$ cat src/rtl/set_requester_if.sv
// rtl/set_requester_if.sv - request/response and set-strobe bundle for set_requester
interface set_requester_if #(
   parameter int ADDR_WIDTH = 8,
   parameter int LINE_WIDTH = 32
);
   // CPU-side request channel
   logic                  req_valid;
   logic                  req_ready;
   logic                  req_write;
   logic [ADDR_WIDTH-1:0] req_addr;
   logic [LINE_WIDTH-1:0] req_wdata;
   // CPU-side response channel
   logic                  resp_valid;
   logic                  resp_ready;
   logic                  resp_hit;
   logic                  resp_err;
   logic [LINE_WIDTH-1:0] resp_rdata;
   // Set-side strobes and returned status
   logic                  set_enable;
   logic                  set_read;
   logic                  set_write;
   logic [ADDR_WIDTH-1:0] set_addr;
   logic [LINE_WIDTH-1:0] set_val;
   logic                  set_hit;
   logic [LINE_WIDTH-1:0] set_out_val;

   // The requester itself: answers the CPU and drives the set
   modport master (
      input  req_valid, req_write, req_addr, req_wdata, resp_ready, set_hit, set_out_val,
      output req_ready, resp_valid, resp_hit, resp_err, resp_rdata,
             set_enable, set_read, set_write, set_addr, set_val
   );

   // The surroundings: the CPU load/store path plus the set instance
   modport slave (
      output req_valid, req_write, req_addr, req_wdata, resp_ready, set_hit, set_out_val,
      input  req_ready, resp_valid, resp_hit, resp_err, resp_rdata,
             set_enable, set_read, set_write, set_addr, set_val
   );
endinterface

$ cat src/rtl/set_requester.sv
// rtl/set_requester.sv - CLOCK-cache set initiator; optional SET_REQUESTER_STATS_EN adds hit/miss counters
module set_requester #(
   parameter int ADDR_WIDTH       = 8,
   parameter int LINE_WIDTH       = 32,
   parameter int K                = 2,
   parameter int MAX_WRITE_CYCLES = 2*K+2
) (
   input  logic            clock,
   input  logic            reset_n,
   set_requester_if.master bus
`ifdef SET_REQUESTER_STATS_EN
   ,
   output logic [15:0]     stat_hits,
   output logic [15:0]     stat_misses
`endif
);
   localparam int CW = $clog2(MAX_WRITE_CYCLES + 1);
   localparam logic [CW-1:0] CNT_ONE = CW'(1);
   localparam logic [CW-1:0] CNT_MAX = CW'(MAX_WRITE_CYCLES);

   typedef enum logic [2:0] {
      IDLE, RD_ISSUE, RD_CAPTURE, WR_FIRST, WR_EVICT, RESP
   } state_t;

   state_t                state_q, state_d;
   logic [ADDR_WIDTH-1:0] addr_q, addr_d;
   logic [LINE_WIDTH-1:0] wdata_q, wdata_d;
   logic [CW-1:0]         cnt_q, cnt_d;
   logic                  hit_q, hit_d;
   logic                  err_q, err_d;
   logic [LINE_WIDTH-1:0] rdata_q, rdata_d;
   logic                  req_ready_c;
   logic                  resp_valid_c;
   logic                  en_c, rd_c, wr_c;

   // State and latched request/response registers
   always_ff @(posedge clock or negedge reset_n) begin
      if (!reset_n) begin
         state_q <= IDLE;
         addr_q  <= '0;
         wdata_q <= '0;
         cnt_q   <= '0;
         hit_q   <= 1'b0;
         err_q   <= 1'b0;
         rdata_q <= '0;
      end else begin
         state_q <= state_d;
         addr_q  <= addr_d;
         wdata_q <= wdata_d;
         cnt_q   <= cnt_d;
         hit_q   <= hit_d;
         err_q   <= err_d;
         rdata_q <= rdata_d;
      end
   end

   // Next state, strobes and response capture
   always_comb begin
      state_d      = state_q;
      addr_d       = addr_q;
      wdata_d      = wdata_q;
      cnt_d        = cnt_q;
      hit_d        = hit_q;
      err_d        = err_q;
      rdata_d      = rdata_q;
      req_ready_c  = 1'b0;
      resp_valid_c = 1'b0;
      en_c         = 1'b0;
      rd_c         = 1'b0;
      wr_c         = 1'b0;
      unique case (state_q)
         IDLE: begin
            req_ready_c = 1'b1;
            if (bus.req_valid) begin
               addr_d  = bus.req_addr;
               wdata_d = bus.req_wdata;
               state_d = bus.req_write ? WR_FIRST : RD_ISSUE;
            end
         end
         RD_ISSUE: begin
            en_c    = 1'b1;
            rd_c    = 1'b1;
            state_d = RD_CAPTURE;
         end
         RD_CAPTURE: begin
            hit_d   = bus.set_hit;
            rdata_d = bus.set_hit ? bus.set_out_val : '0;
            err_d   = 1'b0;
            state_d = RESP;
         end
         WR_FIRST: begin
            en_c    = 1'b1;
            wr_c    = 1'b1;
            cnt_d   = CNT_ONE;
            state_d = WR_EVICT;
         end
         WR_EVICT: begin
            // A hit on the first check means the line was already resident;
            // a later hit means the eviction walk placed the line.
            if (bus.set_hit) begin
               hit_d   = (cnt_q == CNT_ONE);
               rdata_d = '0;
               state_d = RESP;
            end else if (cnt_q < CNT_MAX) begin
               en_c  = 1'b1;
               wr_c  = 1'b1;
               cnt_d = cnt_q + CW'(1);
            end else begin
               hit_d   = 1'b0;
               err_d   = 1'b1;
               rdata_d = '0;
               state_d = RESP;
            end
         end
         RESP: begin
            resp_valid_c = 1'b1;
            if (bus.resp_ready) begin
               hit_d   = 1'b0;
               err_d   = 1'b0;
               rdata_d = '0;
               state_d = IDLE;
            end
         end
         default: state_d = IDLE;
      endcase
   end

   // req_ready is gated by reset so nothing looks acceptable while held in reset
   assign bus.req_ready  = req_ready_c & reset_n;
   assign bus.resp_valid = resp_valid_c;
   assign bus.resp_hit   = hit_q;
   assign bus.resp_err   = err_q;
   assign bus.resp_rdata = rdata_q;
   assign bus.set_enable = en_c;
   assign bus.set_read   = rd_c;
   assign bus.set_write  = wr_c;
   assign bus.set_addr   = (state_q == IDLE) ? '0 : addr_q;
   assign bus.set_val    = (state_q == IDLE) ? '0 : wdata_q;

`ifdef SET_REQUESTER_STATS_EN
   // Saturating hit/miss tally of completed, error-free responses
   always_ff @(posedge clock or negedge reset_n) begin
      if (!reset_n) begin
         stat_hits   <= '0;
         stat_misses <= '0;
      end else if (state_q == RESP && bus.resp_ready && !err_q) begin
         if (hit_q) begin
            if (stat_hits != 16'hFFFF) stat_hits <= stat_hits + 16'd1;
         end else begin
            if (stat_misses != 16'hFFFF) stat_misses <= stat_misses + 16'd1;
         end
      end
   end
`endif
endmodule
$ cat src/flat_wrapper.sv
// flat-port wrapper written by rule: the top's interface ports become plain ports
module set_requester_flat 
#(
   parameter int ADDR_WIDTH       = 8,
   parameter int LINE_WIDTH       = 32,
   parameter int K                = 2,
   parameter int MAX_WRITE_CYCLES = 2*K+2
)
  (clock, reset_n, bus_req_valid, bus_req_write, bus_req_addr, bus_req_wdata, bus_resp_ready, bus_set_hit, bus_set_out_val, bus_req_ready, bus_resp_valid, bus_resp_hit, bus_resp_err, bus_resp_rdata, bus_set_enable, bus_set_read, bus_set_write, bus_set_addr, bus_set_val);
  set_requester_if #(.ADDR_WIDTH(ADDR_WIDTH), .LINE_WIDTH(LINE_WIDTH)) bus_i ();
  input  logic clock;
  input  logic reset_n;
  input wire logic [$bits(bus_i.req_valid)-1:0] bus_req_valid;
  input wire logic [$bits(bus_i.req_write)-1:0] bus_req_write;
  input wire logic [$bits(bus_i.req_addr)-1:0] bus_req_addr;
  input wire logic [$bits(bus_i.req_wdata)-1:0] bus_req_wdata;
  input wire logic [$bits(bus_i.resp_ready)-1:0] bus_resp_ready;
  input wire logic [$bits(bus_i.set_hit)-1:0] bus_set_hit;
  input wire logic [$bits(bus_i.set_out_val)-1:0] bus_set_out_val;
  output wire logic [$bits(bus_i.req_ready)-1:0] bus_req_ready;
  output wire logic [$bits(bus_i.resp_valid)-1:0] bus_resp_valid;
  output wire logic [$bits(bus_i.resp_hit)-1:0] bus_resp_hit;
  output wire logic [$bits(bus_i.resp_err)-1:0] bus_resp_err;
  output wire logic [$bits(bus_i.resp_rdata)-1:0] bus_resp_rdata;
  output wire logic [$bits(bus_i.set_enable)-1:0] bus_set_enable;
  output wire logic [$bits(bus_i.set_read)-1:0] bus_set_read;
  output wire logic [$bits(bus_i.set_write)-1:0] bus_set_write;
  output wire logic [$bits(bus_i.set_addr)-1:0] bus_set_addr;
  output wire logic [$bits(bus_i.set_val)-1:0] bus_set_val;
  assign bus_i.req_valid = bus_req_valid;
  assign bus_i.req_write = bus_req_write;
  assign bus_i.req_addr = bus_req_addr;
  assign bus_i.req_wdata = bus_req_wdata;
  assign bus_i.resp_ready = bus_resp_ready;
  assign bus_i.set_hit = bus_set_hit;
  assign bus_i.set_out_val = bus_set_out_val;
  assign bus_req_ready = bus_i.req_ready;
  assign bus_resp_valid = bus_i.resp_valid;
  assign bus_resp_hit = bus_i.resp_hit;
  assign bus_resp_err = bus_i.resp_err;
  assign bus_resp_rdata = bus_i.resp_rdata;
  assign bus_set_enable = bus_i.set_enable;
  assign bus_set_read = bus_i.set_read;
  assign bus_set_write = bus_i.set_write;
  assign bus_set_addr = bus_i.set_addr;
  assign bus_set_val = bus_i.set_val;
  set_requester #(.ADDR_WIDTH(ADDR_WIDTH), .LINE_WIDTH(LINE_WIDTH), .K(K), .MAX_WRITE_CYCLES(MAX_WRITE_CYCLES)) u_core (.clock(clock), .reset_n(reset_n), .bus(bus_i));
endmodule
$ cat config.mk
export PLATFORM = sky130hd
export DESIGN_NAME = set_requester_flat
export DESIGN_NICKNAME = d
export VERILOG_FILES = /design/src/rtl/set_requester_if.sv /design/src/rtl/set_requester.sv /design/src/flat_wrapper.sv
export SDC_FILE = /design/constraint.sdc
export NUM_CORES = 1
export LEC_CHECK = 0
export ABC_AREA = 1
export CORE_ASPECT_RATIO = 0.5
export CORE_MARGIN = 2
export CORE_UTILIZATION = 38
export DETAILED_ROUTE_END_ITERATION = 10
export PLACE_DENSITY = 0.77
export SKIP_LAST_GASP = 1
export SYNTH_ARGS = -nofsm -noshare
export SYNTH_HDL_FRONTEND = slang
export SYNTH_SLANG_ARGS = --single-unit
$ cat constraint.sdc
create_clock -name clock -period 1.4 [get_ports clock]
set_clock_uncertainty 0.1 [all_clocks]
set_input_delay 0.21 -clock clock [delete_from_list [all_inputs] [get_ports clock]]
set_output_delay 0.21 -clock clock [all_outputs]
set_load 0.02 [all_outputs]
## Word level (Yosys, flattened, before mapping)

Index checks and enable logic that the tools add are counted.

- Add/subtract/negate cells: 1
- Magnitude comparators: 1
- Eq/ne operators: 12
- Mux-type cells: 30
- Bitwise logic cells: 1
- Reductions and logical operators: 9

Operators by type and width:

| kind | number |
|---|---|
| two-way mux 32 bit | 5 |
| case mux 32 bit (3 select lines) | 1 |
| two-way mux 3 bit | 6 |
| case mux 3 bit (6 select lines) | 1 |
| two-way mux 1 bit | 10 |
| AND reduction 3 bit | 3 |
| two-way mux 8 bit | 1 |
| inequality test 2 bit (second input constant) | 4 |
| equality test 3 x 1 -> 1 bit (second input constant) | 2 |
| equality test 3 x 2 -> 1 bit (second input constant) | 2 |
| equality test 3 bit (second input constant) | 2 |
| case mux 1 bit (3 select lines) | 2 |
| case mux 3 bit (2 select lines) | 1 |
| case mux 1 bit (2 select lines) | 2 |
| AND reduction 4 bit | 1 |
| adder 3 x 1 -> 3 bit (second input constant) | 1 |
| logical NOT 3 bit | 1 |
| < comparator 3 bit (second input constant) | 1 |
| inequality test 3 bit (second input constant) | 1 |
| nonzero test 3 bit | 1 |
| two-way mux 2 bit | 1 |
| inequality test 2 x 1 -> 1 bit (second input constant) | 1 |
| AND reduction 2 bit | 1 |
| nonzero test 2 bit | 1 |
| other kinds (2) | 2 |

- Flip-flop bits (word level): 80
- Input bits: 78
- Output and inout bits: 79
- Logic and storage cells: 61

## Logic depth before layout (Yosys ltp)

Gate-level depths: netlist of run 1.

- Depth after elaboration: 4
- Depth in mapped cells: 9
- Gate-level depth less buffers: 8

## Least setup slack after synthesis of run 1

Ideal clock, no wire load.

- Path type: register to output
- Start: reg u_core.state_q[1]
- End: out bus_set_enable
- Data arrival time: 1270 ps
- Data required time: 1090 ps
- Slack: -180 ps
- Stages on the path, launching flop included: 8
- Buffers on the path: 0
- Cells stage by stage: dfrtp_1 inv_2 nand2_1 nor2_2 nand2_4 nand2_1 inv_1 nand2_1

- Word-level cells in the longest chain between the ends: 3
- Elaborated cells between the ends (all ways): 5
- Classes of those cells: eq/ne: 3; mux: 1; reduce/logical: 1

RTL lines:

| element | line | RTL |
|---|---|---|
| start, declared | set_requester.sv:25 | `state_t state_q, state_d;` |
| start signal, assigned | set_requester.sv:47 | `state_q <= state_d;` |
| equality test 3 x 1 -> 1 bit / equality test 3 x 2 -> 1 bit (equally long branches) | set_requester.sv:71 | `unique case (state_q)` |
| OR reduction 2 bit (no line) | n/a |  |
| case mux 1 bit (2 select lines) * | set_requester.sv:71 |  |
| end, declared | flat_wrapper.sv:25 | `output wire logic [$bits(bus_i.set_enable)-1:0] bus_set_enable;` |

Mark *: on every way between the ends. The rest lies on a longest branch, timed or not.

## Worst setup path in the final report of run 1

- Start: reg u_core.state_q[2]
- End: out bus_set_val[0]

- Word-level cells in the longest chain between the ends: 2

RTL lines:

| element | line | RTL |
|---|---|---|
| logical NOT 3 bit | set_requester.sv:138 | `assign bus.set_val = (state_q == IDLE) ? '0 : wdata_q;` |
| two-way mux 32 bit | set_requester.sv:138 |  |
| end, declared | flat_wrapper.sv:29 | `output wire logic [$bits(bus_i.set_val)-1:0] bus_set_val;` |

Every way passes these cells.

==> metrics.md, run 1 <==
| Metric | Value |
|---|---|
| Status | `finished, violations left` |
| Failing checks | `setup timing` |
| Die X-Extent | `140 um` |
| Crit path capture type | `output pin` |
| Total grt overflow | `0` |
| WL per Instance | `18.4 um` |
| DP Wirelength | `6550 um` |
| Post-layout power | `17.9 mW` |
| # H-tree levels | `3` |
| Global placement routability congestion | `0.813` |
| FP Rows | `24` |
| Clk slew on worst S/H paths | `0.07 ns` |
| Final ANT Viol Nets | `0` |
| Port Buffers | `156` |
| Commonest non-fill, non-tap cell in the layout | `dfrtp_1` |
| Switching portion of total power | `43.0%` |
| Layout Nets | `718` |
| TritonCTS clock tree | `yes` |
| First DRT Iteration DRCs | `296` |
| # IOs | `157` |
| Area leader, netlist | `dfrtp_1` |
| Initial core utilization | `39.8%` |
| RSZ-0062 raised after global routing | `true` |
| Pleak | `3.53 nW` |
| Antenna violations before repair | `0` |
| Sequential share of power | `20.5%` |
| Wirelength, routed | `13900 um` |
| Worst skew pair latency | `0.33 ns` |
| Register bit count reported by yosys | `80` |
| Post-Syn Nets | `509` |
| Number of iterations in the first detailed-routing pass | `4` |
| Vias in the first global route | `3391` |
| Worst Slack Setup Final | `-0.455 ns` |
| Synth area leaders | `dfrtp_1 57%, nor2_1 9.7%, nand2_1 8.8%` |
| P&R area growth vs syn | `91.5%` |
| Total of max-cap violations | `0` |
| Mean Syn Cell Area | `8.25 um^2` |
| NetSw | `7.69 mW` |
| CTS Buffer Depth | `2` |
| Layout cell share with drive strength beyond 1 | `36.6%` |
| Setup CP Type | `reg -> out` |
| Core box area | `8890 um^2` |
| Reg2reg setup slack | `-0.42 ns` |
| Die area | `10100 um^2` |
| Comb pwr share | `65.2%` |
| Fin crit share | `133%` |
| Highest clock rate | `0.539 GHz` |
| CP max FO | `9` |
| Register area share after synthesis | `56.6%` |
| Synthesized cell area | `3540 um^2` |
| Vias per cell | `5.06` |
| Power share of the clock group | `14.3%` |
| DP Worst Slack | `-0.646 ns` |
| Post-synthesis cell count | `429` |
| CP Launch Type | `flop` |
| Final Max Tran Viols | `0` |
| Global-route wire length before repair | `16400 um` |
| Worst Hold Class | `in -> async` |
| Vias after detailed routing | `3837` |
| Pin count of the biggest net entering global routing | `81` |
| Synth cell types | `22` |
| Post-layout min period | `1.86 ns` |
| Clk sinks | `80` |
| Critical path data required time | `1.09 ns` |
| Synth warn | `0` |
| Gr usage total | `20.4%` |
| DRC errors left | `0` |
| Commonest non-fill, non-tap cells in the layout | `79 x dfrtp_1, 76 x clkdlybuf4s50_1, 50 x nor2_1, 50 x buf_4, 48 x nand2_1` |
| CTS buffer count | `9` |
| Setup violators final | `125` |
| Power Density | `2640 nW/um^2` |
| Final Hold Vio Count | `0` |
| # hold bufs at CTS | `0` |
| Share of the synthesized area in the top cell type | `56.6%` |
| Clock root buffer | `clkbuf_16` |
| Worst vdd ir | `1.43 mV` |
| Antenna Cells | `0` |
| Cell Int Power | `10.2 mW` |
| WP data arrival | `1.55 ns` |
| Die H | `72.2 um` |
| Relative slew slack | `33.0%` |
| Worst slew pin tran | `1.00 ns` |
## Yosys cell counts, drive strengths merged
| library cell | number |
|---|---|
| nor2 | 93 |
| nand2 | 85 |
| dfrtp | 80 |
| inv | 54 |
| a21oi | 42 |
| o21ai | 39 |
| buf | 18 |
| nand3 | 7 |
| clkbuf | 5 |
| ha | 2 |
| o22ai | 2 |
| nor3 | 1 |
| xnor2 | 1 |
## cell type report
type	count	area (um^2)
clock buffer	12	256
clock inverter	3	65.1
fill	562	2110
inverter	54	213
multi-input combinational	274	1680
sequential	80	2000
tap	117	146
timing repair buffer	219	2410
## logic make-up (layout without fill, tap and decap cells)
family	Yosys count	in the layout	share of synthesized area, %
compound gates	83	83	11.8
xor+xnor	1	1	0.248
fa+ha+maj	2	2	0.707
buf+inv	77	288	10.1
flops	80	80	56.6
simple gates	186	188	20.6
## per-layer routing
metal	up-vias	GRT usage [%]	wire length [um]
met2	170	35.7	6880
met3	49	5.28	797
met4	0	7.78	521
met5	-	0	0
li1	1751	-	-
met1	1867	24.8	5740
## final timing paths
path                                     startpoint  cells after the start                        end
hold reg to reg            u_core.bus.resp_rdata[9]                      2   u_core.bus.resp_rdata[9]
setup / recovery                  u_core.state_q[2]                      6             bus_set_val[0]
min in group clock               bus_set_out_val[8]                      3   u_core.bus.resp_rdata[8]
setup reg to reg                  u_core.state_q[2]                     10  u_core.bus.resp_rdata[12]
hold / removal                              reset_n                      2          u_core.wdata_q[2]
max in group asynchronous                   reset_n                      2          u_core.state_q[0]
## flip-flops by register name (all words and copies together), names as in the netlist
signal / flops
u_core.addr_q: 8
u_core.bus.resp_rdata: 32
u_core.bus.resp_err: 1
u_core.state_q: 3
u_core.bus.resp_hit: 1
u_core.cnt_q: 3
u_core.wdata_q: 32
## power by group through the flow
stage | combinational [mW] | clock (mW) | sequential [mW]
after floorplan | 4.08 | 0 | 3.92
after global placement | 8.02 | 0 | 3.58
after detailed placement | 8.13 | 0 | 3.62
after CTS | 8.31 | 2.57 | 3.58
after global routing | 12.3 | 2.69 | 3.74
final | 11.7 | 2.56 | 3.67
## critical path: stages, from the launching register on
cell and delay (ns):
dfrtp_1 0.41, nor2_4 0.06, nand2_2 0.10, clkinv_4 0.11, buf_12 0.16, nor2_1 0.16
buf_2 0.21
## timing repair
item,4_1_cts,5_1_grt
pin swaps,3,14
hold endpoints to repair,0,0
gates cloned,2,17
setup buffers,10,9
endpoints found under the setup margin,151,142
resized for setup,225,214
## through the flow
| step | instances | hold WS (ns) | instance area [um^2] | utilization (%) | setup TNS (ns) |
|---|---|---|---|---|---|
| finish | 759 | 0.0565 | 6780 | 76.3 | -42.12 |
| global route | 759 | 0.159 | 6780 | 76.3 | -50.83 |
| CTS | 737 | 0.0937 | 5840 | 65.8 | -42.52 |
| detailed placement | 710 | 0.363 | 5410 | 60.8 | -38.75 |
| global placement | 710 | 0.361 | 5410 | 60.8 | -36.62 |
| floorplan | 429 | -0.186 | 3550 | - | -3.91 |
(Power assumes the default switching activity.)
==> inputs of run 2 (changes only) <==
Settings changed: SLEW_MARGIN set to 5.
==> results of run 2 <==
Final layout, timing and power as in run 1 (identical DEF).
